===== config.mk =====
export PLATFORM = sky130hd
export DESIGN_NAME = result_sel_pipe_flat
export DESIGN_NICKNAME = d
export VERILOG_FILES = /design/src/rtl/core_pkg.sv /design/src/rtl/result_sel_pipe_if.sv /design/src/rtl/result_sel_pipe_skid_reg.sv /design/src/rtl/result_sel_pipe.sv /design/src/flat_wrapper.sv
export SDC_FILE = /design/constraint.sdc
export NUM_CORES = 1
export LEC_CHECK = 0
export BUFFER_PORTS_ARGS = -buffer_cell sky130_fd_sc_hd__buf_2
export CELL_PAD_IN_SITES_DETAIL_PLACEMENT = 1
export CELL_PAD_IN_SITES_GLOBAL_PLACEMENT = 1
export CORE_ASPECT_RATIO = 0.75
export CORE_UTILIZATION = 37
export DETAILED_ROUTE_END_ITERATION = 8
export PLACE_DENSITY = 0.91
export SETUP_SLACK_MARGIN = 0.15
export SLEW_MARGIN = 30
export SYNTH_ARGS = -nofsm -noshare
export SYNTH_HDL_FRONTEND = slang
export SYNTH_HIERARCHICAL = 1
export SYNTH_SLANG_ARGS = --single-unit

===== constraint.sdc =====
create_clock -name clk -period 2.1 [get_ports clk]
set_input_delay 0.42 -clock clk [delete_from_list [all_inputs] [get_ports clk]]
set_output_delay 0.42 -clock clk [all_outputs]
set_load 0.005 [all_outputs]

===== src/rtl/core_pkg.sv =====
// Shared core definitions for the writeback/forwarding result path.
// Width rules stay with the instantiating stage.
package core_pkg;

    localparam int XLEN      = 32;
    localparam int WB_NUM_IN = 4;

    localparam int RES_ALU = 0;
    localparam int RES_MEM = 1;
    localparam int RES_PC4 = 2;
    localparam int RES_IMM = 3;

    typedef enum logic [1:0] {
        SRC_ALU = 2'd0,
        SRC_MEM = 2'd1,
        SRC_PC4 = 2'd2,
        SRC_IMM = 2'd3
    } result_src_t;

endpackage


===== src/rtl/result_sel_pipe_if.sv =====
// Handshake and data bundle for the registered result-select stage.
// master drives the inputs, slave is the stage itself.
interface result_sel_pipe_if
    import core_pkg::*;
#(
    parameter int WIDTH     = XLEN,
    parameter int NUM_IN    = WB_NUM_IN,
    parameter int SEL_W     = (NUM_IN > 2) ? $clog2(NUM_IN) : 1,
    parameter int ERR_CNT_W = 8
);

    logic [NUM_IN*WIDTH-1:0] d_flat;
    logic [SEL_W-1:0]        sel;
    logic                    in_valid;
    logic                    in_ready;
    logic                    flush;
    logic [WIDTH-1:0]        y;
    logic                    out_valid;
    logic                    out_ready;
    logic                    sel_err;
    logic [ERR_CNT_W-1:0]    err_cnt;

    modport master (
        output d_flat, sel, in_valid, flush, out_ready,
        input  in_ready, y, out_valid, sel_err, err_cnt
    );

    modport slave (
        input  d_flat, sel, in_valid, flush, out_ready,
        output in_ready, y, out_valid, sel_err, err_cnt
    );

endinterface


===== src/rtl/result_sel_pipe_skid_reg.sv =====
// Two-entry valid/ready buffer: output register plus one skid slot.
// in_ready is registered so it never follows out_ready combinationally.
module skid_reg #(
    parameter int DW = 33
) (
    input  logic          clk,
    input  logic          reset,
    input  logic          flush,
    input  logic          in_valid,
    input  logic [DW-1:0] in_data,
    output logic          in_ready,
    output logic          out_valid,
    output logic [DW-1:0] out_data,
    input  logic          out_ready
);

    logic          out_valid_q, out_valid_d;
    logic [DW-1:0] out_data_q, out_data_d;
    logic          skid_valid_q, skid_valid_d;
    logic [DW-1:0] skid_data_q, skid_data_d;
    logic          in_ready_q, in_ready_d;
    logic          acc;
    logic          out_empty;

    always_comb begin
        acc          = in_valid && in_ready_q && !flush;
        out_empty    = !out_valid_q || out_ready;
        out_valid_d  = out_valid_q;
        out_data_d   = out_data_q;
        skid_valid_d = skid_valid_q;
        skid_data_d  = skid_data_q;
        if (flush) begin
            out_valid_d  = 1'b0;
            skid_valid_d = 1'b0;
        end else if (out_empty) begin
            if (skid_valid_q) begin
                out_valid_d  = 1'b1;
                out_data_d   = skid_data_q;
                skid_valid_d = 1'b0;
            end else if (acc) begin
                out_valid_d = 1'b1;
                out_data_d  = in_data;
            end else begin
                out_valid_d = 1'b0;
            end
        end else if (acc) begin
            skid_valid_d = 1'b1;
            skid_data_d  = in_data;
        end
        in_ready_d = !skid_valid_d;
    end

    always_ff @(posedge clk) begin
        if (reset) begin
            out_valid_q  <= 1'b0;
            out_data_q   <= '0;
            skid_valid_q <= 1'b0;
            skid_data_q  <= '0;
            in_ready_q   <= 1'b0;
        end else begin
            out_valid_q  <= out_valid_d;
            out_data_q   <= out_data_d;
            skid_valid_q <= skid_valid_d;
            skid_data_q  <= skid_data_d;
            in_ready_q   <= in_ready_d;
        end
    end

    assign in_ready  = in_ready_q;
    assign out_valid = out_valid_q;
    assign out_data  = out_data_q;

endmodule


===== src/rtl/result_sel_pipe.sv =====
// Registered N-way result select with skid buffering, flush and
// a saturating count of out-of-range select indices.
module result_sel_pipe
    import core_pkg::*;
#(
    parameter int WIDTH     = XLEN,
    parameter int NUM_IN    = WB_NUM_IN,
    parameter int SEL_W     = (NUM_IN > 2) ? $clog2(NUM_IN) : 1,
    parameter int ERR_CNT_W = 8
) (
    input logic         clk,
    input logic         reset,
    result_sel_pipe_if.slave bus
);

    logic [WIDTH-1:0]     sel_val;
    logic                 sel_bad;
    logic                 in_ready;
    logic                 out_valid;
    logic [WIDTH:0]       out_word;
    logic                 acc;
    logic [ERR_CNT_W-1:0] err_cnt_q, err_cnt_d;

    // Indices past NUM_IN yield zero and are flagged bad.
    always_comb begin
        sel_bad = 1'b1;
        sel_val = '0;
        for (int i = 0; i < NUM_IN; i++) begin
            if (bus.sel == SEL_W'(i)) begin
                sel_bad = 1'b0;
                sel_val = bus.d_flat[i*WIDTH +: WIDTH];
            end
        end
    end

    always_comb begin
        acc       = bus.in_valid && in_ready && !bus.flush;
        err_cnt_d = err_cnt_q;
        if (acc && sel_bad && (err_cnt_q != '1)) begin
            err_cnt_d = err_cnt_q + ERR_CNT_W'(1);
        end
    end

    always_ff @(posedge clk) begin
        if (reset) begin
            err_cnt_q <= '0;
        end else begin
            err_cnt_q <= err_cnt_d;
        end
    end

    skid_reg #(
        .DW(WIDTH + 1)
    ) u_skid (
        .clk      (clk),
        .reset    (reset),
        .flush    (bus.flush),
        .in_valid (bus.in_valid),
        .in_data  ({sel_bad, sel_val}),
        .in_ready (in_ready),
        .out_valid(out_valid),
        .out_data (out_word),
        .out_ready(bus.out_ready)
    );

    assign bus.in_ready  = in_ready;
    assign bus.out_valid = out_valid;
    assign bus.y         = out_word[WIDTH-1:0];
    assign bus.sel_err   = out_word[WIDTH];
    assign bus.err_cnt   = err_cnt_q;

endmodule


===== src/flat_wrapper.sv =====
// flat-port wrapper written by rule: the top's interface ports become plain ports
module result_sel_pipe_flat import core_pkg::*;
#(
    parameter int WIDTH     = XLEN,
    parameter int NUM_IN    = WB_NUM_IN,
    parameter int SEL_W     = (NUM_IN > 2) ? $clog2(NUM_IN) : 1,
    parameter int ERR_CNT_W = 8
)
  (clk, reset, bus_d_flat, bus_sel, bus_in_valid, bus_flush, bus_out_ready, bus_in_ready, bus_y, bus_out_valid, bus_sel_err, bus_err_cnt);
  result_sel_pipe_if #(.WIDTH(WIDTH), .NUM_IN(NUM_IN), .SEL_W(SEL_W), .ERR_CNT_W(ERR_CNT_W)) bus_i ();
  input logic clk;
  input logic reset;
  input wire logic [$bits(bus_i.d_flat)-1:0] bus_d_flat;
  input wire logic [$bits(bus_i.sel)-1:0] bus_sel;
  input wire logic [$bits(bus_i.in_valid)-1:0] bus_in_valid;
  input wire logic [$bits(bus_i.flush)-1:0] bus_flush;
  input wire logic [$bits(bus_i.out_ready)-1:0] bus_out_ready;
  output wire logic [$bits(bus_i.in_ready)-1:0] bus_in_ready;
  output wire logic [$bits(bus_i.y)-1:0] bus_y;
  output wire logic [$bits(bus_i.out_valid)-1:0] bus_out_valid;
  output wire logic [$bits(bus_i.sel_err)-1:0] bus_sel_err;
  output wire logic [$bits(bus_i.err_cnt)-1:0] bus_err_cnt;
  assign bus_i.d_flat = bus_d_flat;
  assign bus_i.sel = bus_sel;
  assign bus_i.in_valid = bus_in_valid;
  assign bus_i.flush = bus_flush;
  assign bus_i.out_ready = bus_out_ready;
  assign bus_in_ready = bus_i.in_ready;
  assign bus_y = bus_i.y;
  assign bus_out_valid = bus_i.out_valid;
  assign bus_sel_err = bus_i.sel_err;
  assign bus_err_cnt = bus_i.err_cnt;
  result_sel_pipe #(.WIDTH(WIDTH), .NUM_IN(NUM_IN), .SEL_W(SEL_W), .ERR_CNT_W(ERR_CNT_W)) u_core (.clk(clk), .reset(reset), .bus(bus_i));
endmodule

# After elaboration in Yosys (flattened, before gate mapping)
# Cells that the tools add are included.
[word_totals]
regBits = 77
input_bits = 135
elab_cells = 41
[op_classes]
add_sub_neg = 1
eq_ne = 4
muxes = 15
n_bitwise = 2
n_reduce_logical = 13
[ops]
columns = ["cell", "count"]
rows = [
  ["$mux 32", 4],
  ["$mux 33", 2],
  ["$mux 1", 9],
  ["$add 8x1->8 const B", 1],
  ["$ne 8x8->1 const B", 1],
  ["$reduce_and 3->1", 2],
  ["$eq 2x2->1 const B", 2],
  ["$logic_and 1x1->1", 4],
  ["$logic_not 1->1", 3],
  ["$eq 2x1->1 const B", 1],
  ["$logic_not 2->1", 1],
  ["$not 1->1", 2],
  ["$reduce_bool 2->1", 1],
  ["$reduce_or 2->1", 1],
  ["$logic_or 1x1->1", 1],
]

# Depth between registers and ports, before layout
[logic_depth]
ltp_word = 7
ltp_mapped = 6
depth_no_buf = 4

# Modules after synthesis
# Netlist, hierarchy kept.
[modules_own_cells]
columns = ["mod", "n_inst", "cells_each", "area_per_inst_um2"]
rows = [
  ["skid_reg", 1, 343, 3457.1],
  ["result_sel_pipe", 1, 56, 1028.5],
]

# Worst setup path before layout
# OpenSTA, ideal clock, no wires.
[synth_timing]
path_kind = "input port to flip-flop"
start = "input bus_sel[0]"
end = "register u_core.u_skid.out_data_q[1] (netlist: u_core/u_skid/out_data[1])"
setup_ps = 146
arrival_ps = 1743
path_slack_ps = 211
path_stages = 6
n_path_buf = 2
path_cell_list = "buf_6 > buf_12 > mux4_2 > mux2_1 > nor4_1 > a211oi_2"
[synth_via]
elab_chain_len = 7
[synth_lines]
columns = ["element", "line_no", "source"]
rows = [
  ["from (decl)", "flat_wrapper.sv:14", "input wire logic [$bits(bus_i.sel)-1:0] bus_sel;"],
  ["$logic_not 2->1", "result_sel_pipe.sv:29", "if (bus.sel == SEL_W'(i)) begin"],
  ["$mux 32 (3 in series)", "result_sel_pipe.sv:29", ""],
  ["$mux 32 (*)", "result_sel_pipe.sv:29", ""],
  ["net u_core.sel_val[1]", "result_sel_pipe.sv:16", "logic [WIDTH-1:0] sel_val;"],
  ["$mux 33 (*)", "result_sel_pipe_skid_reg.sv:40", "end else if (acc) begin"],
  ["$mux 33 (*)", "result_sel_pipe_skid_reg.sv:36", "if (skid_valid_q) begin"],
  ["to (signal assigned)", "result_sel_pipe_skid_reg.sv:62", "out_data_q <= out_data_d;"],
  ["to (decl)", "result_sel_pipe_skid_reg.sv:18", "logic [DW-1:0] out_data_q, out_data_d;"],
]
# The timed path passes the listed nets; every way through them passes the cells marked *. The select of a mux whose other input is x is not followed.
# A chain may end at the register's enable or synchronous reset.

# Final worst setup path
[layout_timing]
start = "input bus_sel[0]"
end = "register u_core.u_skid.out_data_q[19] (netlist: u_core/u_skid/out_data[19])"
# The elaborated chain is that of the path after synthesis.

==> reports/qor.yml <==
status: "finished clean"
crit_required_ps: 2300
place_inst: 711
root_buffer: "clkbuf_16"
ys_top_cells_by_count: "77 x dfxtp_1, 67 x nand2b_1, 34 x nor4_1"
postCtsSetupRepairBufs: 0
syn_inst: 399
htree_num_levels: 3
ys_top_cells_by_area: "dfxtp_1 34%, mux4_2 15%, nand2b_1 9.3%"
tritoncts: "built"
grt_pass1_wl_um: 21200
num_vias: 3752
overflow: 0
worst_hold_slack_ps: 461
critPathCaptureType: "flop"
async_flop_share: 0
critPathArrivalTime_ps: 2050
cts_hold_buf: 0
p_leak_nw: 2.33
grtUsageTotal: 0.218
ys_types: 23
core-area_mm2: 0.0117
cts_resized: 0
path_class: "in2reg"
clock_path_buffers: 2
antenna_found_initial: 0
initial_core_util: 0.383
power_mw: 3.89
wl_per_cell_um: 18.0
n_antenna_cell: 0
die_y_um: 97.4
switchingPower_uw: 891
rows: 34
path_delay_family: "multiplexers"
fillCellCount: 1338
io_pins: 178
vdd_drop_max_v: 0.000414
io_buffers: 177
fmax_ghz: 0.539
fin_skew_ps: 4.73
routabilityCongestion: 0.723
fin_nets: 695
critPathLaunchType: "input port"
drt_wl_total_um: 13100
synth_edf_count: 0
final_hold_viol_count: 0
seqPwrFrac: 0.391
period_minus_slack_ps: 1860
cts_sinks: 77
die_area_mm2: 0.0126
cp-startpoint: "bus_sel[0]"
clockPowerShare: 0.452
vias_per_cell: 5.16
cpMaxStageDelayCell: "mux4_2"
cp_slowest_stage_delay_ps: 560
synth_seq_area_share: 0.344
synth_top_area_cell: "dfxtp_1"
drv_cap: 0
clock_latency_ps: 320
intPower_mw: 3.00
drt_iter0_drc: 102
setup_viol: 0
synth_seq_cells: 77
die_width_um: 129
slew_viol_final: 0
combPwrFrac: 0.157
instances_no_fill: 727
drt_pre_antenna_iters: 4
syn_area_mm2: 0.00449
hp-class: "reg2reg"
crit_fanout: 18
area_growth_pct: 30.3
multiInputGateArea_mm2: 0.00259
synth_top_area_share: 0.344
layout-drive-gt1-share: 0.478
ant_nets: 0
period_share: 0.884
r2r_start: "u_core/u_skid/skid_valid_q"
path_cells: "buf_2 > buf_12 > mux4_2 > mux2_1 > nor4_1 > a211oi_2"
grt_max_degree: 111
synth.most_common_cell: "dfxtp_1"
cts_buffers: 9
hold_start: "u_core/u_skid/out_data[32]"
grt_pass1_vias: 4389
register_area_mm2: 0.00154
avgSynthCellArea_um2: 11.2
clkTransAtPathRegs_ps: 60
dpl.hpwl_um: 9510
powerDensity_mw_per_mm2: 666
setup_tns_ps: 0
yosysWarnings: 6
synth_ff_type: "dfxtp_1"
path_buf_inv: 2
swShare: 0.229
drc: 0
rsz0062_at_grt: "no"
==> per-layer routing <==
layer / vias to the layer above / GRT usage / wire length [um]
li1: 1767 / - / -
met5: - / 0 / 0
met1: 1835 / 0.241 / 5330
met4: 0 / 0.0715 / 176
met3: 21 / 0.0523 / 630
met2: 129 / 0.404 / 6990
==> sequential cells by signal, summed over array words and instances, names as in the netlist <==
register and count:
u_core/u_skid/out_data 33, u_core/u_skid/skid_data_q 33, u_core/bus.err_cnt 8, u_core/u_skid/in_ready 1, u_core/u_skid/out_valid 1, u_core/u_skid/skid_valid_q 1
==> power by group through the flow <==
| stage | clock network (mW) | logic (mW) | registers [mW] |
|---|---|---|---|
| floorplan | 0 | 0.370 | 1.55 |
| global placement | 0 | 0.581 | 1.55 |
| detailed placement | 0 | 0.614 | 1.55 |
| CTS | 1.81 | 0.618 | 1.52 |
| global route | 1.86 | 0.664 | 1.52 |
| finish | 1.76 | 0.610 | 1.52 |
==> worst min-delay path, cell delays in order (launching register included) <==
cell,delay (ps)
dfxtp_1,300
inv_1,60
a211oi_2,50
==> through the flow <==
| stage | util | setup WS (ps) | area, um2 |
|---|---|---|---|
| 2_1_floorplan | - | 211 | 4490 |
| 3_3_place_gp | 0.470 | 11.0 | 5500 |
| 3_5_place_dp | 0.470 | -57.9 | 5500 |
| 4_1_cts | 0.500 | 240 | 5850 |
| 5_1_grt | 0.500 | 183 | 5850 |
| 6_report | 0.500 | 244 | 5850 |
==> area by class of cell <==
| cell class | instances | share of cell area |
|---|---|---|
| Clock buffer | 13 | 0.0479 |
| Clock inverter | 3 | 0.0111 |
| Inverter | 33 | 0.0212 |
| Multi-Input combinational cell | 250 | 0.443 |
| Sequential cell | 77 | 0.264 |
| Tap cell | 162 | 0.0347 |
| Timing Repair Buffer | 189 | 0.178 |
==> cells by family (layout without fill, tap and decap cells) <==
group,count (synthesis),in the layout,synth area share
simple gates,115,115,0.160
mux,98,98,0.319
flops,77,77,0.344
buf+inv,73,238,0.0845
compound gates,35,35,0.0923
other cells,1,2,0.000836
==> cell usage in the layout, fill, tap and decap left out <==
master     netlist  routed
bufinv_16        0       2
nand2b_1        67      67
nor3_4           0       1
dfxtp_1         77      76
mux2i_1         33      33
a211oi_1         4       4
mux4_2          30      30
buf_4            4       8
nor3_1           1       1
clkinv_2         0       1
nor2b_1          9       8
mux2_1          33      33
buf_12           3       5
nand2_1          1       1
nor4_1          34      34
dfxtp_2          0       1
a211oi_2        30      30
clkbuf_16        0       9
nor2b_4          0       1
or3_2            0       1
mux4_1           2       2
clkbuf_8         0       4
a21oi_4          0       1
buf_2            9     176
nor2_1           1       1
conb_1           1       2
inv_1           33      33
==> final timing paths <==
check / slack, ps / to / depth (start not counted)
hold reg to reg: 460 / u_core/u_skid/out_data[32] / 2
setup / recovery: 240 / u_core/u_skid/out_data[19] / 6
hold / removal: 460 / u_core/u_skid/out_data[32] / 2
setup reg to reg: 390 / u_core/u_skid/out_data[1] / 4
(Power assumes the default switching activity.)
